$ cat config.mk
export PLATFORM = sky130hd
export DESIGN_NAME = ni_spike_tx
export DESIGN_NICKNAME = d
export VERILOG_FILES = /design/src/rtl/ni_spike_tx.sv
export SDC_FILE = /design/constraint.sdc
export NUM_CORES = 1
export LEC_CHECK = 0
export ABC_AREA = 0
export CAP_MARGIN = 15
export CORE_MARGIN = 8
export CORE_UTILIZATION = 51
export CTS_CLUSTER_DIAMETER = 100
export DETAILED_ROUTE_END_ITERATION = 8
export PLACE_DENSITY = 0.8
export SKIP_CTS_REPAIR_TIMING = 1
export SYNTH_ARGS = -nofsm -noshare
export SYNTH_HDL_FRONTEND = slang
export SYNTH_SLANG_ARGS = --single-unit
export TNS_END_PERCENT = 20
$ cat constraint.sdc
create_clock -name router_clk -period 4.2 [get_ports router_clk]
set_clock_uncertainty 0.15 [all_clocks]
set_input_delay 0.63 -clock router_clk [delete_from_list [all_inputs] [get_ports router_clk]]
set_output_delay 0.63 -clock router_clk [all_outputs]
set_load 0.05 [all_outputs]
$ cat src/rtl/ni_spike_tx.sv
// Network-interface spike transmitter: packs a spike vector into head/body/tail flits under per-VC credit flow control.
// Optional NI_TX_EMPTY_DROP_EN: an accepted all-zero spike vector is discarded instead of being sent.
module ni_spike_tx #(
    parameter int unsigned VIRTUAL_CHANNEL = 4,
    parameter int unsigned ADDRESS_WIDTH   = 5,
    parameter int unsigned FLIT_WIDTH      = 38,
    parameter int unsigned NUM_NURNS       = 128,
    parameter int unsigned BUFFER_DEPTH    = 8
) (
    input  logic                       router_clk,
    input  logic                       router_rst,
    input  logic                       spike_valid,
    input  logic [NUM_NURNS-1:0]       spike_in,
    input  logic [ADDRESS_WIDTH-1:0]   src_x,
    input  logic [ADDRESS_WIDTH-1:0]   src_y,
    input  logic [ADDRESS_WIDTH-1:0]   dest_x,
    input  logic [ADDRESS_WIDTH-1:0]   dest_y,
    output logic                       spike_ready,
    input  logic [VIRTUAL_CHANNEL-1:0] credit_in,
    output logic                       flit_out_wr,
    output logic [FLIT_WIDTH-1:0]      flit_out,
    output logic                       busy
);
    localparam int unsigned PAYLOAD_FLITS = NUM_NURNS / 32;
    localparam int unsigned IDX_W         = $clog2(PAYLOAD_FLITS + 1);
    localparam int unsigned CNT_W         = $clog2(BUFFER_DEPTH) + 1;
    localparam int unsigned VC_W          = (VIRTUAL_CHANNEL > 1) ? $clog2(VIRTUAL_CHANNEL) : 1;
    localparam logic [1:0]  TYPE_HEAD     = 2'b10;
    localparam logic [1:0]  TYPE_BODY     = 2'b00;
    localparam logic [1:0]  TYPE_TAIL     = 2'b01;

    typedef enum logic [1:0] {IDLE = 2'd0, ALLOC = 2'd1, SEND = 2'd2} state_t;
    state_t state, state_next;

    logic [NUM_NURNS-1:0]       spikes;
    logic [ADDRESS_WIDTH-1:0]   dx_q, dy_q;
    logic [VC_W-1:0]            vc_q, vc_sel;
    logic                       vc_found;
    logic [IDX_W-1:0]           idx;
    logic [CNT_W-1:0]           credit_cnt [VIRTUAL_CHANNEL];
    logic                       load, issue, last;
    logic [VIRTUAL_CHANNEL-1:0] vc_onehot, issue_vc;
    logic [1:0]                 flit_type;
    logic [31:0]                flit_data;
    logic [FLIT_WIDTH-1:0]      flit_next;

`ifdef NI_TX_EMPTY_DROP_EN
    assign load = spike_valid & spike_ready & (|spike_in);
`else
    assign load = spike_valid & spike_ready;
`endif

    assign last = (idx == IDX_W'(PAYLOAD_FLITS));

    // Lowest-index VC that still has downstream space
    always_comb begin
        vc_found = 1'b0;
        vc_sel   = '0;
        for (int v = int'(VIRTUAL_CHANNEL) - 1; v >= 0; v--) begin
            if (credit_cnt[v] != '0) begin
                vc_found = 1'b1;
                vc_sel   = VC_W'(v);
            end
        end
    end

    always_ff @(posedge router_clk) begin
        if (router_rst) state <= IDLE;
        else            state <= state_next;
    end

    always_comb begin
        state_next = state;
        case (state)
            IDLE:    if (load) state_next = ALLOC;
            ALLOC:   if (vc_found) state_next = SEND;
            SEND:    if (issue && last) state_next = IDLE;
            default: state_next = IDLE;
        endcase
    end

    always_comb begin
        spike_ready = 1'b0;
        busy        = 1'b0;
        issue       = 1'b0;
        issue_vc    = '0;
        vc_onehot   = VIRTUAL_CHANNEL'(1) << vc_q;
        case (state)
            IDLE:  spike_ready = 1'b1;
            ALLOC: busy = 1'b1;
            SEND: begin
                busy  = 1'b1;
                issue = (credit_cnt[vc_q] != '0);
            end
            default: ;
        endcase
        // Flit index 0 is the head; payload words are consumed from the low end of the shifter
        if (idx == '0) begin
            flit_type = TYPE_HEAD;
            flit_data = 32'({src_x, src_y, dx_q, dy_q});
        end else begin
            flit_type = last ? TYPE_TAIL : TYPE_BODY;
            flit_data = spikes[31:0];
        end
        flit_next = FLIT_WIDTH'({flit_type, vc_onehot, flit_data});
        if (issue) issue_vc = vc_onehot;
    end

    always_ff @(posedge router_clk) begin
        if (router_rst) begin
            spikes <= '0;
            dx_q   <= '0;
            dy_q   <= '0;
            vc_q   <= '0;
            idx    <= '0;
        end else begin
            if (load) begin
                spikes <= spike_in;
                dx_q   <= dest_x;
                dy_q   <= dest_y;
            end
            if (state == ALLOC && vc_found) begin
                vc_q <= vc_sel;
                idx  <= '0;
            end
            if (issue) begin
                idx <= idx + IDX_W'(1);
                if (idx != '0) spikes <= spikes >> 32;
            end
        end
    end

    // Issue and credit return on the same VC cancel; returns saturate at the buffer depth
    always_ff @(posedge router_clk) begin
        if (router_rst) begin
            for (int v = 0; v < int'(VIRTUAL_CHANNEL); v++) credit_cnt[v] <= CNT_W'(BUFFER_DEPTH);
        end else begin
            for (int v = 0; v < int'(VIRTUAL_CHANNEL); v++) begin
                if (issue_vc[v] && !credit_in[v])
                    credit_cnt[v] <= credit_cnt[v] - CNT_W'(1);
                else if (credit_in[v] && !issue_vc[v] && credit_cnt[v] < CNT_W'(BUFFER_DEPTH))
                    credit_cnt[v] <= credit_cnt[v] + CNT_W'(1);
            end
        end
    end

    always_ff @(posedge router_clk) begin
        if (router_rst) begin
            flit_out_wr <= 1'b0;
            flit_out    <= '0;
        end else begin
            flit_out_wr <= issue;
            flit_out    <= issue ? flit_next : '0;
        end
    end

endmodule

# Yosys cells after proc, flatten, opt, wreduce, memory -nomap -nowiden
# Memory sizes are Yosys's and may differ from the RTL's. A register that Yosys moved wholly into a read port is not among the register bits.
# Index checks and enable logic that the tools add are counted.
[word_totals]
register_bits = 184
latch_bits = 0
mem_bits_rw = 16
romBits = 0
in_bits = 155
output_inout_bits = 41
mem_count = 1
[op_classes]
n_addsub = 9
multipliers = 0
div = 0
magnitude_cmp = 4
eq_ne = 6
shift = 1
muxes = 64
n_bitwise = 10
reduce_logical = 35
[memory_table]
columns = ["memory", "words", "word_bits", "rd", "rd_ports_with_merged_regs", "wr", "line", "source"]
rows = [
  ["credit_cnt", 4, 4, 5, 1, 4, "40", "logic [CNT_W-1:0] credit_cnt [VIRTUAL_CHANNEL];"],
]
[op_table]
columns = ["cell", "n"]
rows = [
  ["two-way mux 128 bit", 3],
  ["two-way mux 1 bit", 38],
  ["two-way mux 4 bit", 9],
  ["two-way mux 2 bit", 10],
  ["two-way mux 20 bit", 1],
  ["nonzero test 4 bit", 5],
  ["adder 4 x 1 -> 4 bit, second input constant", 4],
  ["< comparator 4 bit, second input constant", 4],
  ["subtractor 4 x 1 -> 4 bit, second input constant", 4],
  ["logical AND 1 bit", 14],
  ["logical NOT 1 bit", 8],
  ["OR 1 bit", 8],
  ["two-way mux 3 bit", 2],
  ["inequality test 2 bit, second input constant", 3],
  ["one-hot mux 2 bit (3 select lines)", 1],
  ["OR reduction 2 bit", 2],
  ["left shift 1 x 2 -> 4 bit, first input constant", 1],
  ["adder 3 x 1 -> 3 bit, second input constant", 1],
  ["== test 3 bit, second input constant", 1],
  ["logical NOT 3 bit", 1],
  ["AND reduction 3 bit", 1],
  ["nonzero test 3 bit", 1],
  ["OR reduction 3 bit", 1],
  ["== test 2 x 1 -> 1 bit, second input constant", 1],
  ["other kinds (5)", 5],
]

# Logic depth before layout (Yosys ltp)
[depth]
word_depth = 11
ltp_mapped = 11

# Worst setup path before layout
# OpenSTA, ideal clock, no wires.
[synth_path]
path_type = "register -> register"
start = "mem credit_cnt[2][0] in the netlist's numbering"
end = "mem credit_cnt[1][3] in the netlist's numbering, data pin"
arrival_time_ps = 2726
t_required_ps = 3775
setup_slack_ps = 1049
path_stages_with_launch = 12
path_buffers = 1
cell_sequence = "edfxtp_1 > nor4_4 > and2_1 > clkbuf_1 > o41ai_1 > or3_1 > ha_1 > a21o_1 > a21oi_1 > xor2_1 > nor3b_1 > o21ai_0"
[synth_lines]
columns = ["item", "line"]
rows = [
  ["from (decl)", "40"],
]

==> impl_metrics.env <==
export IMPL_ys_types=56
export IMPL_timing_max_cap_violations=0
export IMPL_die_w_um=148
export IMPL_async_flop_share=0
export IMPL_fin_tns_setup_ns=0
export IMPL_required_ns=4.29
export IMPL_synth_area_leaders="dfxtp_1 (42%), o2bb2ai_2 (15%), mux2i_1 (11%)"
export IMPL_placed_cells=1183
export IMPL_cts_sinks=202
export IMPL_power_static_leakage_nw=4.29
export IMPL_regToRegSetupSlack_ns=0.81
export IMPL_num_nets_final=1154
export IMPL_syn_avg_cell_area_um2=11.0
export IMPL_hold_class="flop to flop"
export IMPL_synth_net_count=982
export IMPL_io_buffers=195
export IMPL_root_buffer="clkbuf_16"
export IMPL_grt_usage=0.198
export IMPL_period_needed_ns=3.39
export IMPL_fin_cells=1225
export IMPL_postSynthCellCount=810
export IMPL_core_um2=17200
export IMPL_worstPathMaxFanout=7
export IMPL_maxSlewHeadroom=0.355
export IMPL_rsz0062_at_grt="no"
export IMPL_hold_viol=0
export IMPL_syn2layout_area_growth_pct=31.3
export IMPL_setup_viol=0
export IMPL_fmax_mhz=295
export IMPL_cts_max_path_buffers=3
export IMPL_synth_ff_type="dfxtp_1"
export IMPL_grt_max_degree=109
export IMPL_grt_antenna_before_repair=8
export IMPL_routabilityCongestion=0.861
export IMPL_cts_tree="yes"
export IMPL_worstSetupPathType="flop to flop"
export IMPL_antenna_left=0
export IMPL_outcome="finished, final reports clean"
export IMPL_p_per_area_nw_per_um2=410
export IMPL_cts_clk_slew_worst_paths_ns=0.06
export IMPL_utilization=0.681
export IMPL_h_tree_depth=1
export IMPL_cp_arrival_ns=3.48
export IMPL_initial_utilization=0.519
export IMPL_period_share=0.806
export IMPL_die_area_um2=22000
export IMPL_peakVddDrop_uv=312
export IMPL_ys_warn_count=0
export IMPL_n_fill_cell=1316
export IMPL_grt_overflow_total=0
export IMPL_totalWireLength_mm=22.1
export IMPL_synth_top_area_cell="dfxtp_1"
export IMPL_final_max_slew_viol_count=0
export IMPL_synth_commonest_cells="dfxtp_1 (186), nand2_1 (138), mux2i_1 (100)"
export IMPL_synth_most_common_cell="dfxtp_1"
export IMPL_critPathLaunchType="flop"
export IMPL_synth_edf_count=16
export IMPL_grt_pass1_wl_mm=35.7
export IMPL_cp_end_kind="flop"
export IMPL_drc=0
export IMPL_synth_yosys_seq_area_share=0.470
export IMPL_ys_ff_latch=202
export IMPL_reg2reg_depth=10
export IMPL_wl_per_cell_um=18.0
export IMPL_numCtsBuffers=22
export IMPL_drive_gt1_frac=0.147
export IMPL_yosys_area_top_type_share=0.417
export IMPL_drt_pre_antenna_iters=6
export IMPL_dp_hpwl_mm=15.7
export IMPL_drt_initial_drc_count=298
export IMPL_die_y_um=148
export IMPL_worst_pin_slew_ns=0.965
export IMPL_cp_startpoint="credit_cnt[0][0]"
export IMPL_rows=48
export IMPL_insertion_delay_ns=0.50
export IMPL_io_pins=196
export IMPL_syn_area_um2=8940
export IMPL_timing_rr_start="credit_cnt[0][0]"
export IMPL_routed_via_density=5.40
export IMPL_cp_endpoint="credit_cnt[1][3]"
export IMPL_grt_pass1_vias=6815
export IMPL_r2r_end="credit_cnt[1][3]"
export IMPL_via_count=6612
==> cell families after synthesis <==
group / Yosys count / share of synthesized area
mux: 103 / 0.116
xor+xnor: 4 / 0.00392
fa+ha+maj: 17 / 0.0263
simple gates: 225 / 0.123
compound gates: 192 / 0.218
buf+inv: 67 / 0.0423
flops: 202 / 0.470
==> layout make-up <==
cell class                      instances  area, µm²  share of cell area
Antenna cell                            4       10.0            0.000853
Clock buffer                           34        688              0.0586
Clock inverter                          4       50.0             0.00426
Inverter                                9       33.8             0.00288
Multi-Input combinational cell        541       4370               0.373
Sequential cell                       202       4200               0.358
Tap cell                              225        282              0.0240
Timing Repair Buffer                  206       2100               0.179
==> per-stage QoR <==
step / worst slack (ns) / total power (W) / instance area, µm² / hold WS [ns]
after floorplan: 1.05 / 0.00265 / 8940 / 0.279
after global placement: 0.927 / 0.00290 / 11000 / 0.284
after detailed placement: 0.775 / 0.00292 / 11000 / 0.291
after CTS: 0.781 / 0.00486 / 11700 / 0.301
after global routing: 0.523 / 0.00501 / 11700 / 0.327
final: 0.813 / 0.00482 / 11700 / 0.296
==> sequential cells by signal (all words and copies together) (netlist names), named ones only <==
register	count
dx_q	5
vc_q	2
spikes	128
credit_cnt	16
flit_out	38
dy_q	5
idx	3
flit_out_wr	1
state	2
==> worst min-delay path by stage <==
stage	cells after the start	slack (ns)	from	to
2_1_floorplan	1	0.28	spikes[20]	flit_out[20]
3_3_place_gp	1	0.28	spikes[27]	flit_out[27]
3_5_place_dp	1	0.29	spikes[21]	flit_out[21]
4_1_cts	2	0.30	dx_q[3]	flit_out[8]
6_report	2	0.30	dx_q[3]	flit_out[8]
5_1_grt	1	0.33	spikes[126]	spikes[94]
==> power by group <==
| part | switching (W) | total (W) | internal [W] |
|---|---|---|---|
| clock | 0.000751 | 0.00194 | 0.00119 |
| combinational | 0.000362 | 0.000711 | 0.000349 |
| sequential | 0.0000940 | 0.00217 | 0.00207 |
==> critical path, cell delays in order, from the launching register on <==
cell and delay, ns:
edfxtp_1 0.45, nor4_2 0.50, a22o_1 0.39, o41ai_1 0.17, or3_1 0.40, ha_1 0.32
a21o_1 0.17, a21oi_1 0.21, xor2_1 0.09, nor3b_1 0.18, o21ai_0 0.11
==> per-layer routing <==
layer | track usage | part of all wire | vias up
li1 | - | - | 3287
met1 | 0.239 | 0.42 | 3085
met2 | 0.319 | 0.47 | 177
met3 | 0.0693 | 0.080 | 55
met4 | 0.0770 | 0.033 | 8
met5 | 0 | 0.0024 | -
==> placed cells by master, fill, tap and decap left out, types with 4 or more instances in the layout <==
| cell | count |
|---|---|
| nand2_1 | 137 |
| diode_2 | 4 |
| dfxtp_1 | 186 |
| nor3_1 | 8 |
| nand2b_1 | 8 |
| o21ai_0 | 4 |
| nor2_1 | 16 |
| inv_1 | 9 |
| a21oi_1 | 67 |
| clkbuf_1 | 5 |
| buf_4 | 6 |
| edfxtp_1 | 16 |
| clkdlybuf4s50_1 | 195 |
| o2bb2ai_1 | 8 |
| ha_1 | 14 |
| and2_1 | 13 |
| nand3b_1 | 6 |
| clkbuf_8 | 5 |
| clkbuf_16 | 24 |
| o2bb2ai_2 | 88 |
| nor3b_1 | 9 |
| buf_12 | 5 |
| mux2i_1 | 100 |
Note: power is estimated with default switching activity, not from simulation.
